<file path="config.mk">
export PLATFORM = sky130hd
export DESIGN_NAME = mux_rr_arbiter
export DESIGN_NICKNAME = d
export VERILOG_FILES = /design/src/rtl/arb_pkg.sv /design/src/rtl/mux4to1_w.sv /design/src/rtl/mux_rr_arbiter.sv
export SDC_FILE = /design/constraint.sdc
export NUM_CORES = 1
export LEC_CHECK = 0
export CAP_MARGIN = 20
export CORE_AREA = 2 2 41 43
export CTS_CLUSTER_SIZE = 20
export DETAILED_ROUTE_END_ITERATION = 6
export DIE_AREA = 0 0 43 45
export GPL_TIMING_DRIVEN = 0
export HOLD_SLACK_MARGIN = 0.12
export PLACE_DENSITY_LB_ADDON = 0.2
export SKIP_LAST_GASP = 1
export SLEW_MARGIN = 20
export SYNTH_ARGS = -nofsm -noshare
export SYNTH_HDL_FRONTEND = slang
export SYNTH_SLANG_ARGS = --single-unit
</file>
<file path="constraint.sdc">
create_clock -name Clock -period 2.78 [get_ports Clock]
set_input_delay 0.278 -clock Clock [delete_from_list [all_inputs] [get_ports Clock]]
set_output_delay 0.278 -clock Clock [all_outputs]
set_load 0.02 [all_outputs]
</file>
<file path="src/rtl/arb_pkg.sv">
// Shared types and helpers for the round-robin mux arbiter.
package arb_pkg;

  localparam int unsigned NUM_REQ = 4;
  localparam int unsigned IDX_W   = 2;

  typedef enum logic {
    IDLE  = 1'b0,
    GRANT = 1'b1
  } state_t;

  // Result of a search-order scan: index of the winner and whether any was found.
  typedef struct packed {
    logic             found;
    logic [IDX_W-1:0] idx;
  } pick_t;

  // First requester at or after last+1 (wrapping); last itself has lowest priority.
  function automatic pick_t next_in_order(input logic [0:NUM_REQ-1] r,
                                          input logic [IDX_W-1:0]   last);
    pick_t            p;
    logic [IDX_W-1:0] c;
    p = '0;
    for (int k = 1; k <= int'(NUM_REQ); k++) begin
      c = last + IDX_W'(k);
      if (!p.found && r[c]) begin
        p.found = 1'b1;
        p.idx   = c;
      end
    end
    return p;
  endfunction

  // One-hot decode of an owner index.
  function automatic logic [0:NUM_REQ-1] onehot(input logic [IDX_W-1:0] idx);
    logic [0:NUM_REQ-1] r;
    r      = '0;
    r[idx] = 1'b1;
    return r;
  endfunction

endpackage

</file>
<file path="src/rtl/mux4to1_w.sv">
// WIDTH-bit 4-to-1 selector; slice i of W is W[i*WIDTH +: WIDTH].
module mux4to1_w #(
  parameter int unsigned WIDTH = 1
) (
  input  logic [0:4*WIDTH-1] W,
  input  logic [1:0]         S,
  output logic [WIDTH-1:0]   f
);

  // Select the slice addressed by S.
  always_comb begin
    f = '0;
    case (S)
      2'd0:    f = W[0       +: WIDTH];
      2'd1:    f = W[WIDTH   +: WIDTH];
      2'd2:    f = W[2*WIDTH +: WIDTH];
      default: f = W[3*WIDTH +: WIDTH];
    endcase
  end

endmodule

</file>
<file path="src/rtl/mux_rr_arbiter.sv">
// Round-robin arbiter steering a shared 4-to-1 selector among four requesters.
// Optional hold timeout compiled in with `define ARB_TIMEOUT_EN.
module mux_rr_arbiter
  import arb_pkg::*;
#(
  parameter int unsigned WIDTH    = 1,
  parameter int unsigned HOLD_MAX = 4
) (
  input  logic                     Clock,
  input  logic                     Reset,
  input  logic [0:NUM_REQ-1]       req,
  input  logic [0:NUM_REQ*WIDTH-1] W,
  output logic [0:NUM_REQ-1]       gnt,
  output logic [IDX_W-1:0]         S,
  output logic                     valid,
  output logic [WIDTH-1:0]         f
);

  // Reject out-of-range hold limits at elaboration.
  if (HOLD_MAX < 2 || HOLD_MAX > 15) begin : g_bad_hold_max
    $fatal(1, "mux_rr_arbiter: HOLD_MAX must be in 2..15");
  end

  state_t             state_q, state_d;
  logic [IDX_W-1:0]   last_q, last_d;
  logic [0:NUM_REQ-1] gnt_d;
  logic [IDX_W-1:0]   s_d;
  logic [WIDTH-1:0]   mux_f;
  pick_t              pick_all;

`ifdef ARB_TIMEOUT_EN
  localparam logic [3:0] HOLD_LAST = 4'(HOLD_MAX - 1);
  logic [3:0] cnt_q, cnt_d;
  pick_t      pick_other;
`endif

  // State, pointer, grant and select registers.
  always_ff @(posedge Clock or posedge Reset) begin
    if (Reset) begin
      state_q <= IDLE;
      last_q  <= IDX_W'(NUM_REQ - 1);
      gnt     <= '0;
      S       <= '0;
`ifdef ARB_TIMEOUT_EN
      cnt_q   <= '0;
`endif
    end else begin
      state_q <= state_d;
      last_q  <= last_d;
      gnt     <= gnt_d;
      S       <= s_d;
`ifdef ARB_TIMEOUT_EN
      cnt_q   <= cnt_d;
`endif
    end
  end

  // Next-state and next-grant selection.
  always_comb begin
    logic             take;
    logic [IDX_W-1:0] take_idx;

    state_d  = state_q;
    last_d   = last_q;
    gnt_d    = gnt;
    s_d      = S;
    take     = 1'b0;
    take_idx = '0;
    pick_all = next_in_order(req, last_q);
`ifdef ARB_TIMEOUT_EN
    cnt_d      = cnt_q;
    pick_other = next_in_order(req & ~gnt, last_q);
`endif

    case (state_q)
      IDLE: begin
        gnt_d = '0;
        if (pick_all.found) begin
          take     = 1'b1;
          take_idx = pick_all.idx;
        end
      end
      GRANT: begin
        if (!req[S]) begin
          if (pick_all.found) begin
            take     = 1'b1;
            take_idx = pick_all.idx;
          end else begin
            state_d = IDLE;
            gnt_d   = '0;
          end
        end else begin
`ifdef ARB_TIMEOUT_EN
          if (cnt_q == HOLD_LAST && pick_other.found) begin
            take     = 1'b1;
            take_idx = pick_other.idx;
          end else if (cnt_q != HOLD_LAST) begin
            cnt_d = cnt_q + 4'd1;
          end
`endif
        end
      end
      default: begin
        state_d = IDLE;
        gnt_d   = '0;
      end
    endcase

    if (take) begin
      state_d = GRANT;
      gnt_d   = onehot(take_idx);
      s_d     = take_idx;
      last_d  = take_idx;
`ifdef ARB_TIMEOUT_EN
      cnt_d   = '0;
`endif
    end
  end

  assign valid = |gnt;

  mux4to1_w #(.WIDTH(WIDTH)) u_mux (
    .W (W),
    .S (S),
    .f (mux_f)
  );

  // Output is gated to zero whenever nobody owns the selector.
  assign f = valid ? mux_f : '0;

endmodule

</file>
# --- After elaboration in Yosys (flattened, before gate mapping) ---
# Index checks and enable logic that the tools add are counted.
word_totals:
  ff_bits: 9
  latchBits: 0
  ram_bits: 0
  rom_bits: 0
  output_inout_bits: 8
  wordCells: 71
  n_memories: 0
op_classes:
  add_sub_neg: 3
  multipliers: 0
  div: 0
  magnitude_cmp: 7
  eq_ne: 4
  n_shift: 0
  mux: 36
  n_bitwise: 7
  reduce_logical: 10
op_table:
  columns: ["op", "n"]
  rows:
  - ["3-bit greater-or-equal comparator (second input constant)", 6]
  - ["2-bit NOT with 3-bit output", 6]
  - ["1-bit 2-to-1 mux", 17]
  - ["3-bit 2-to-1 mux", 4]
  - ["4-bit 2-to-1 mux", 3]
  - ["1-bit binary-select mux with 2-bit select", 5]
  - ["4-bit one-hot mux with 2 select lines", 1]
  - ["3-bit by 2-bit != test with 1-bit output (second input constant)", 2]
  - ["2-bit adder (second input constant)", 2]
  - ["1-bit logical AND", 4]
  - ["2-bit 2-to-1 mux", 2]
  - ["2-bit one-hot mux with 2 select lines", 1]
  - ["4-bit OR reduction", 1]
  - ["1-bit zero test", 3]
  - ["3-bit by 1-bit less-than comparator with 1-bit output (second input constant)", 1]
  - ["1-bit one-hot mux with 3 select lines", 1]
  - ["2-bit by 1-bit adder with 2-bit output (second input constant)", 1]
  - ["1-bit demux with 2-bit select", 1]
  - ["2-bit by 1-bit == test with 1-bit output (second input constant)", 1]
  - ["2-bit == test (second input constant)", 1]
  - ["2-bit zero test", 1]
  - ["1-bit one-hot mux with 2 select lines", 1]
  - ["2-bit AND reduction", 1]
  - ["1-bit NOT", 1]

# --- Longest topological paths before layout ---
# Gate-level depths: netlist (run 1).
depth:
  word_depth: 24
  ltp_mapped: 5
  ltp_nobuf: 4

# --- By module ---
# From an unflattened synthesis (run 1), not the netlist that was laid out.
unflattened:
  hier_cells: 61
  area_unflattened_um2: 596.8
by_module_without_submodules:
  columns: ["module", "n_inst", "cells_per_inst", "area_per_inst_um2"]
  rows:
  - ["mux_rr_arbiter", 1, 60, 574.3]
  - ["mux4to1_w", 1, 1, 22.5]

# --- Worst setup path before layout (run 1) ---
# OpenSTA, ideal clock, no wires.
synth_timing:
  kind: "flip-flop to flip-flop"
  startpoint: "register S[0]"
  endpoint: "register S[0]"
  t_arrival_ns: 1.770
  path_slack_ns: 0.882
  stages_incl_launch_ff: 6
  n_path_buf: 1
  synth_period_minus_slack_ns: 1.898
  path_cell_list: "dfrtp_1 -> mux4_2 -> and2_4 -> buf_6 -> a21oi_4 -> mux2_1"
synth_between:
  elab_chain_len: 6
  word_cells_on_any_way: 8
synth_rtl:
  columns: ["item", "line_no", "rtl"]
  rows:
  - ["from (decl)", "mux_rr_arbiter.sv:14", "output logic [IDX_W-1:0] S,"]
  - ["from (signal assigned)", "mux_rr_arbiter.sv:43", "S <= '0;"]
  - ["from (signal assigned)", "mux_rr_arbiter.sv:51", "S <= s_d;"]
  - ["2-bit NOT with 3-bit output (not written as such) (*)", "mux_rr_arbiter.sv:84", "if (!req[S]) begin"]
  - ["1-bit binary-select mux with 2-bit select (*)", "mux_rr_arbiter.sv:84", null]
  - ["1-bit 2-to-1 mux (not written as such) (*) (2 in series)", "mux_rr_arbiter.sv:84", null]
  - ["2-bit 2-to-1 mux or 1-bit 2-to-1 mux (tied branches)", "mux_rr_arbiter.sv:84", null]
  - ["2-bit one-hot mux with 2 select lines or 1-bit one-hot mux with 2 select lines (tied branches)", "mux_rr_arbiter.sv:75", "case (state_q)"]
# Mark *: on every way between the ends. The rest lies on a longest branch, timed or not. The select of a mux whose other input is x is not followed.
# A chain may end at the register's enable or synchronous reset.

# --- Final worst setup path (run 1) ---
layout_timing:
  startpoint: "register S[0]"
  endpoint: "output port f"
layout_between:
  elab_chain_len: 3
  word_cells_on_any_way: 5
layout_rtl:
  columns: ["item", "line_no", "rtl"]
  rows:
  - ["2-bit == test (tied with other cells)", "mux4to1_w.sv:13", "case (S)"]
  - ["1-bit one-hot mux with 3 select lines (*)", "mux4to1_w.sv:13", null]
  - ["1-bit 2-to-1 mux (*)", "mux_rr_arbiter.sv:129", "assign f = valid ? mux_f : '0;"]
  - ["to (decl)", "mux_rr_arbiter.sv:16", "output logic [WIDTH-1:0] f"]
# Mark *: on every way between the ends. The rest lies on a longest branch, timed or not.

==> impl_metrics.ini, run 1 <==
[status]
run_status = finished, final reports clean

[power]
peakVddDrop_v = 0.000625
power.density_cell_area_nw_per_um2 = 1100
power.static_leakage_nw = 0.306
post_layout_total_power_mw = 0.824

[timing]
report.final.setup_viol = 0
minimum_clock_period_ns = 2.18
finClkSkew_ns = 0.00395
f_max_mhz = 458
report.final.hold_viol_count = 0
final-max-slew-violation-count = 0
min_period_over_period_pct = 78.6
tightest_slew_ns = 0.381
timing.setup.tns_ns = 0
slew_headroom_pct = 74.6
rsz_0062_raised_after_global_routing = no

[placement]
post_dp_cell_area_um2 = 722
port_buffers = 17
detailed_place_hpwl_um = 906
gp_routability_congestion = 0.786

[grt]
globalRouteMet3Util_pct = 7.60
grt_overflow = 0
maximum_number_of_pins_on_one_net_before_global_route_repair = 11
grt_most_used_layer = met2
globalRouteMet1Util_pct = 17.0
grt_use_met2_pct = 21.8
grt_util_all_layers_pct = 14.0
number_of_global_route_vias_before_repair = 461
antenna_found_initial = 0
grt_pass1_wl_um = 1910

[detailed_routing]
routed-via-count = 479
wl_per_cell_um = 12.3
finalWirelength_um = 1120
via_per_inst = 5.26
detail_route.first_pass.iterations = 4
drt_first_iter_violations = 5
drtAntennaViolNets = 0
detail_route.drc_violations = 0

[floorplan]
rows = 14
io_pins = 18
die-area_um2 = 1940
standard_cell_core_area_um2 = 1470
dieWidth_um = 43
starting_density_pct = 36.1
die-height_um = 45

[cts]
clk_latency_worst_skew_pair_ns = 0.26
postCtsResizedCells = 0
cts_max_path_buffers = 2
tritoncts = done
ctsRootBufferMaster = clkbuf_4
clk_pin_slew_ns = 0.06
cts_num_sinks = 9
cts_setup_buffers = 0
cts_buffers = 3
htreeDepth = 1
hold_buffers = 0

[layout]
final_cell_area_um2 = 749
fraction_of_final_layout_cells_sized_beyond_drive_strength_1_pct = 16.0
layout-area-overhead-vs-synth_pct = 40.9
final_nets = 86
layout_common_cells = clkdlybuf4s50_1, nand2_1, dfrtp_1
num_antenna_cells = 0
commonest_non_fill_non_tap_cell_in_the_layout = clkdlybuf4s50_1

[worst_setup_path]
critical_path.max_fanout = 4
cp.required_ns = 2.50
r2r_cells = 5
worst_setup_path_start_kind = register
worst-setup-path-type = register to primary output
worstPathArrival_ns = 1.91
crit_path_end_kind = primary output

[flow_run]
cap_viol_max_count = 0

[synth]
synthesis.nets = 64
synth_seq_area_share_pct = 42.8
synth.distinct_cells = 26
synth-warning-count = 0
syn-instance-count = 54
post_synth_instance_area_um2 = 532
synth-seq-cells = 9
postSynthAreaPerCell_um2 = 9.85

[min_path]
holdCritPathClass = input pin to async pin
==> area by class of cell <==
type / instances / area [um2]
clock inverters: 1 / 5.00
multi-input cells: 39 / 274
repair buffers: 17 / 170
plain buffers: 2 / 15.0
fillers: 140 / 722
flip-flops and latches: 9 / 228
clock buffers: 3 / 22.5
inverters: 4 / 15.0
well taps: 16 / 20.0
==> worst max-delay path, stage by stage (launching register included) <==
cell             delay (ns)
dfrtp_1                0.44
mux4_2                 0.51
and2_1                 0.16
clkdlybuf4s50_1        0.53
==> metrics by stage <==
stage | setup WS, ns | utilization, % | instances | hold WS (ns)
2_1_floorplan | 0.882 | - | 54 | 0.104
3_3_place_gp | 0.548 | 49.1 | 87 | 0.485
3_5_place_dp | 0.514 | 49.1 | 87 | 0.496
4_1_cts | 0.561 | 50.9 | 91 | 0.286
5_1_grt | 0.504 | 50.9 | 91 | 0.307
6_report | 0.596 | 50.9 | 91 | 0.276
==> per-layer routing <==
layer	vias to the layer above	routed length (um)
met3	2	50
met1	232	497
met2	7	560
met5	-	0
met4	0	8
li1	238	-
==> synthesized netlist by cell type <==
| master | instances | area share, % |
|---|---|---|
| nand2_1 | 9 | 6.4 |
| dfrtp_1 | 7 | 33 |
| inv_1 | 4 | 2.8 |
| o21ai_0 | 4 | 3.8 |
| a21oi_1 | 3 | 2.8 |
| o21ai_1 | 3 | 2.8 |
| dfstp_2 | 2 | 9.9 |
| mux4_2 | 2 | 8.5 |
| nor2_1 | 2 | 1.4 |
| nor2b_1 | 2 | 2.4 |
| a211o_1 | 1 | 1.6 |
| a21oi_4 | 1 | 3.1 |
| a2bb2oi_1 | 1 | 1.6 |
| a31oi_1 | 1 | 1.2 |
| and2_1 | 1 | 1.2 |
| and2_4 | 1 | 1.6 |
| buf_6 | 1 | 2.1 |
| clkbuf_1 | 1 | 0.71 |
| mux2_1 | 1 | 2.1 |
| mux2i_1 | 1 | 1.9 |
| o211ai_1 | 1 | 1.4 |
| o21a_1 | 1 | 1.4 |
| o221a_2 | 1 | 2.1 |
| o221ai_1 | 1 | 1.6 |
| o22ai_1 | 1 | 1.2 |
| or4_1 | 1 | 1.4 |
==> kinds of logic (layout without fill, tap and decap cells) <==
group                  count (synthesis)  in the layout  synth area share [%]
AND/OR/NAND/NOR                       16             16                  14.4
flip-flops                             9              9                  42.8
buffers and inverters                  6             27                  5.65
multiplexers                           4              4                  12.5
AO/OA/AOI/OAI                         19             19                  24.7
==> power breakdown <==
| part | total [mW] | internal (mW) | switching, mW |
|---|---|---|---|
| Clock | 0.100 | 0.0531 | 0.0471 |
| Combinational | 0.475 | 0.245 | 0.230 |
| Sequential | 0.249 | 0.196 | 0.0526 |
| Total | 0.824 | 0.494 | 0.330 |
==> flip-flops by register name, indices dropped and copies added (netlist names) <==
signal,cells
state_q,1
last_q,2
gnt,4
S,2
==> path summary, 6_finish.rpt <==
check,startpoint,endpoint,slack (ns)
worst max-delay path,S[0],f,0.60
worst min-delay path,Reset,gnt[3],0.28
worst max register to register,S[0],S[0],0.89
worst min register to register,gnt[1],gnt[1],0.51
max in group asynchronous,Reset,last_q[0],2.21
min in group Clock,gnt[1],gnt[1],0.51
Power figures use the tool's default switching activity.
==> inputs of run 2 (changes only) <==
clock period = 1.9 ns   (was 2.78 ns; I/O delays follow)
==> run 2 against run 1 <==
Compared with the run above: clock skew barely moved; global-route usage rose by 0.085 points; setup slack got worse by 0.53 ns; flip-flop and latch count did not move; critical path type is now register to register; sequential power rose by 47%; utilization rose by 0.85 points; register-to-register slack got worse by 0.82 ns.
==> impl_metrics.ini, run 2 (synthesis gave the netlist of run 1 again) <==
[worst_setup_path]
critical_path.max_fanout = 8
worstPathArrival_ns = 1.97
ff2ff_setup_slack_ns = 0.07
startpoint_of_the_worst_setup_timing_path = S[0]
worst-setup-path-type = register to register
worst_setup_path_start_kind = register
crit_path_end_kind = register
r2r_start = S[0]
cp.required_ns = 2.04
cp_slowest_cell = mux4_2
timing.critical_path.cells = mux4_2 > and2_4 > buf_6 > a21oi_4 > mux2_1
crit_path_max_incr_delay_ns = 0.51

[placement]
post-place-ws_ns = -0.278
post_dp_cell_area_um2 = 722
port_buffers = 17
gp_routability_congestion = 0.786
detailed_place_hpwl_um = 906

[power]
peakVddDrop_v = 0.000899
power.static_leakage_nw = 0.329
power.density_cell_area_nw_per_um2 = 1580

[floorplan]
rows = 14
die-height_um = 45
dieWidth_um = 43
starting_density_pct = 36.1
standard_cell_core_area_um2 = 1470
die-area_um2 = 1940
io_pins = 18

[layout]
layout-area-overhead-vs-synth_pct = 43.3
final_cell_area_um2 = 762
final_nets = 87
commonest_non_fill_non_tap_cell_in_the_layout = clkdlybuf4s50_1
largest-register = gnt
layout_common_cells = clkdlybuf4s50_1, nand2_1, dfrtp_1
num_antenna_cells = 0
largest_register_ff_count = 4
fillCellCount = 140
reg.largest.list = gnt: 4 flops, S: 2 flops, last_q: 2 flops
fraction_of_final_layout_cells_sized_beyond_drive_strength_1_pct = 18.4

[timing]
tightest_slew_ns = 0.374
final-max-slew-violation-count = 0
rsz_0062_raised_after_global_routing = yes
report.final.setup_viol = 0
f_max_mhz = 546
finClkSkew_ns = 0.00442
setup_slack_ns = 0.0683
report.final.hold_viol_count = 0
minimum_clock_period_ns = 1.83
slew_headroom_pct = 75.1
min_period_over_period_pct = 96.4

[detailed_routing]
drtAntennaViolNets = 0
drt_first_iter_violations = 7
finalWirelength_um = 1120
via_per_inst = 5.26
detail_route.first_pass.iterations = 3
wl_per_cell_um = 12.2
detail_route.drc_violations = 0
routed-via-count = 484

[grt]
antenna_found_initial = 0
maximum_number_of_pins_on_one_net_before_global_route_repair = 11
grt_util_all_layers_pct = 14.1
grt_overflow = 0
grt_pass1_wl_um = 1930
number_of_global_route_vias_before_repair = 469

[cts]
clk_latency_worst_skew_pair_ns = 0.26
clk_pin_slew_ns = 0.06
cts_num_sinks = 9
ctsRootBufferMaster = clkbuf_4
htreeDepth = 1
cts_max_path_buffers = 2
tritoncts = done
cts_buffers = 3

[flow_run]
cap_viol_max_count = 0

[min_path]
holdCritPathClass = input pin to async pin

[status]
run_status = finished, final reports clean
==> run 2: report_power, final <==
group	internal, mW	leakage [nW]	switching [mW]	total [mW]
logic	0.351	0.206	0.340	0.691
registers	0.289	0.105	0.0770	0.366
clock network	0.0777	0.0177	0.0693	0.147
==> run 2: final timing paths <==
path / end / cells past startpoint
worst min register to register: gnt[1] / 2
min in group Clock: gnt[0] / 3
max in group asynchronous: last_q[0] / 2
worst min-delay path: gnt[3] / 2
worst max-delay path: S[0] / 5
worst max register to register: S[0] / 5
==> run 2: through the flow <==
| stage | util [%] | hold slack, ns | std cells | TNS [ns] | power [mW] |
|---|---|---|---|---|---|
| final | 51.8 | 0.187 | 92 | 0 | 1.20 |
| after CTS | 50.9 | 0.197 | 91 | 0 | 1.20 |
| after global routing | 51.8 | 0.219 | 92 | -0.00876 | 1.31 |
| after detailed placement | 49.1 | 0.483 | 87 | -0.753 | 1.07 |
| after global placement | 49.1 | 0.474 | 87 | -0.651 | 1.07 |
| after floorplan | - | 0.0165 | 54 | 0 | 0.805 |
==> run 2: metal layers <==
metal | global-route usage [%] | up-vias | share of wire [%]
met5 | 0 | - | 0
met4 | 3.64 | 0 | 0.71
met3 | 7.60 | 2 | 4.5
met2 | 22.4 | 7 | 50
met1 | 16.8 | 234 | 44
li1 | - | 241 | -
==> run 2: critical path, delay by kind of cell, from the launching register on <==
family	cells	cell delay, ns
AO/OA/AOI/OAI	1	0.15
buffers and inverters	1	0.13
multiplexers	2	0.85
AND/OR/NAND/NOR	1	0.17
flip-flops	1	0.41
==> run 2: timing repair <==
action / 4_1_cts / 5_1_grt
setup endpoints to repair: 3 / 2
setup buffers: 0 / 1
resized for setup: 3 / 3
hold buffers: 0 / 0
==> run 2: final cells by class <==
| class | instances | area (um2) | area share (%) |
|---|---|---|---|
| inverter | 4 | 15.0 | 1.97 |
| tap | 16 | 20.0 | 2.63 |
| clock buffer | 3 | 22.5 | 2.96 |
| multi-input combinational | 39 | 274 | 36.0 |
| sequential | 9 | 229 | 30.0 |
| clock inverter | 1 | 5.00 | 0.657 |
| buffer | 2 | 15.0 | 1.97 |
| timing repair buffer | 18 | 181 | 23.8 |
==> inputs of run 3 (changes only) <==
CTS_BUF_LIST = sky130_fd_sc_hd__clkbuf_4   (was unset)
==> results of run 3 <==
Final layout, timing and power as in run 2 (identical DEF).
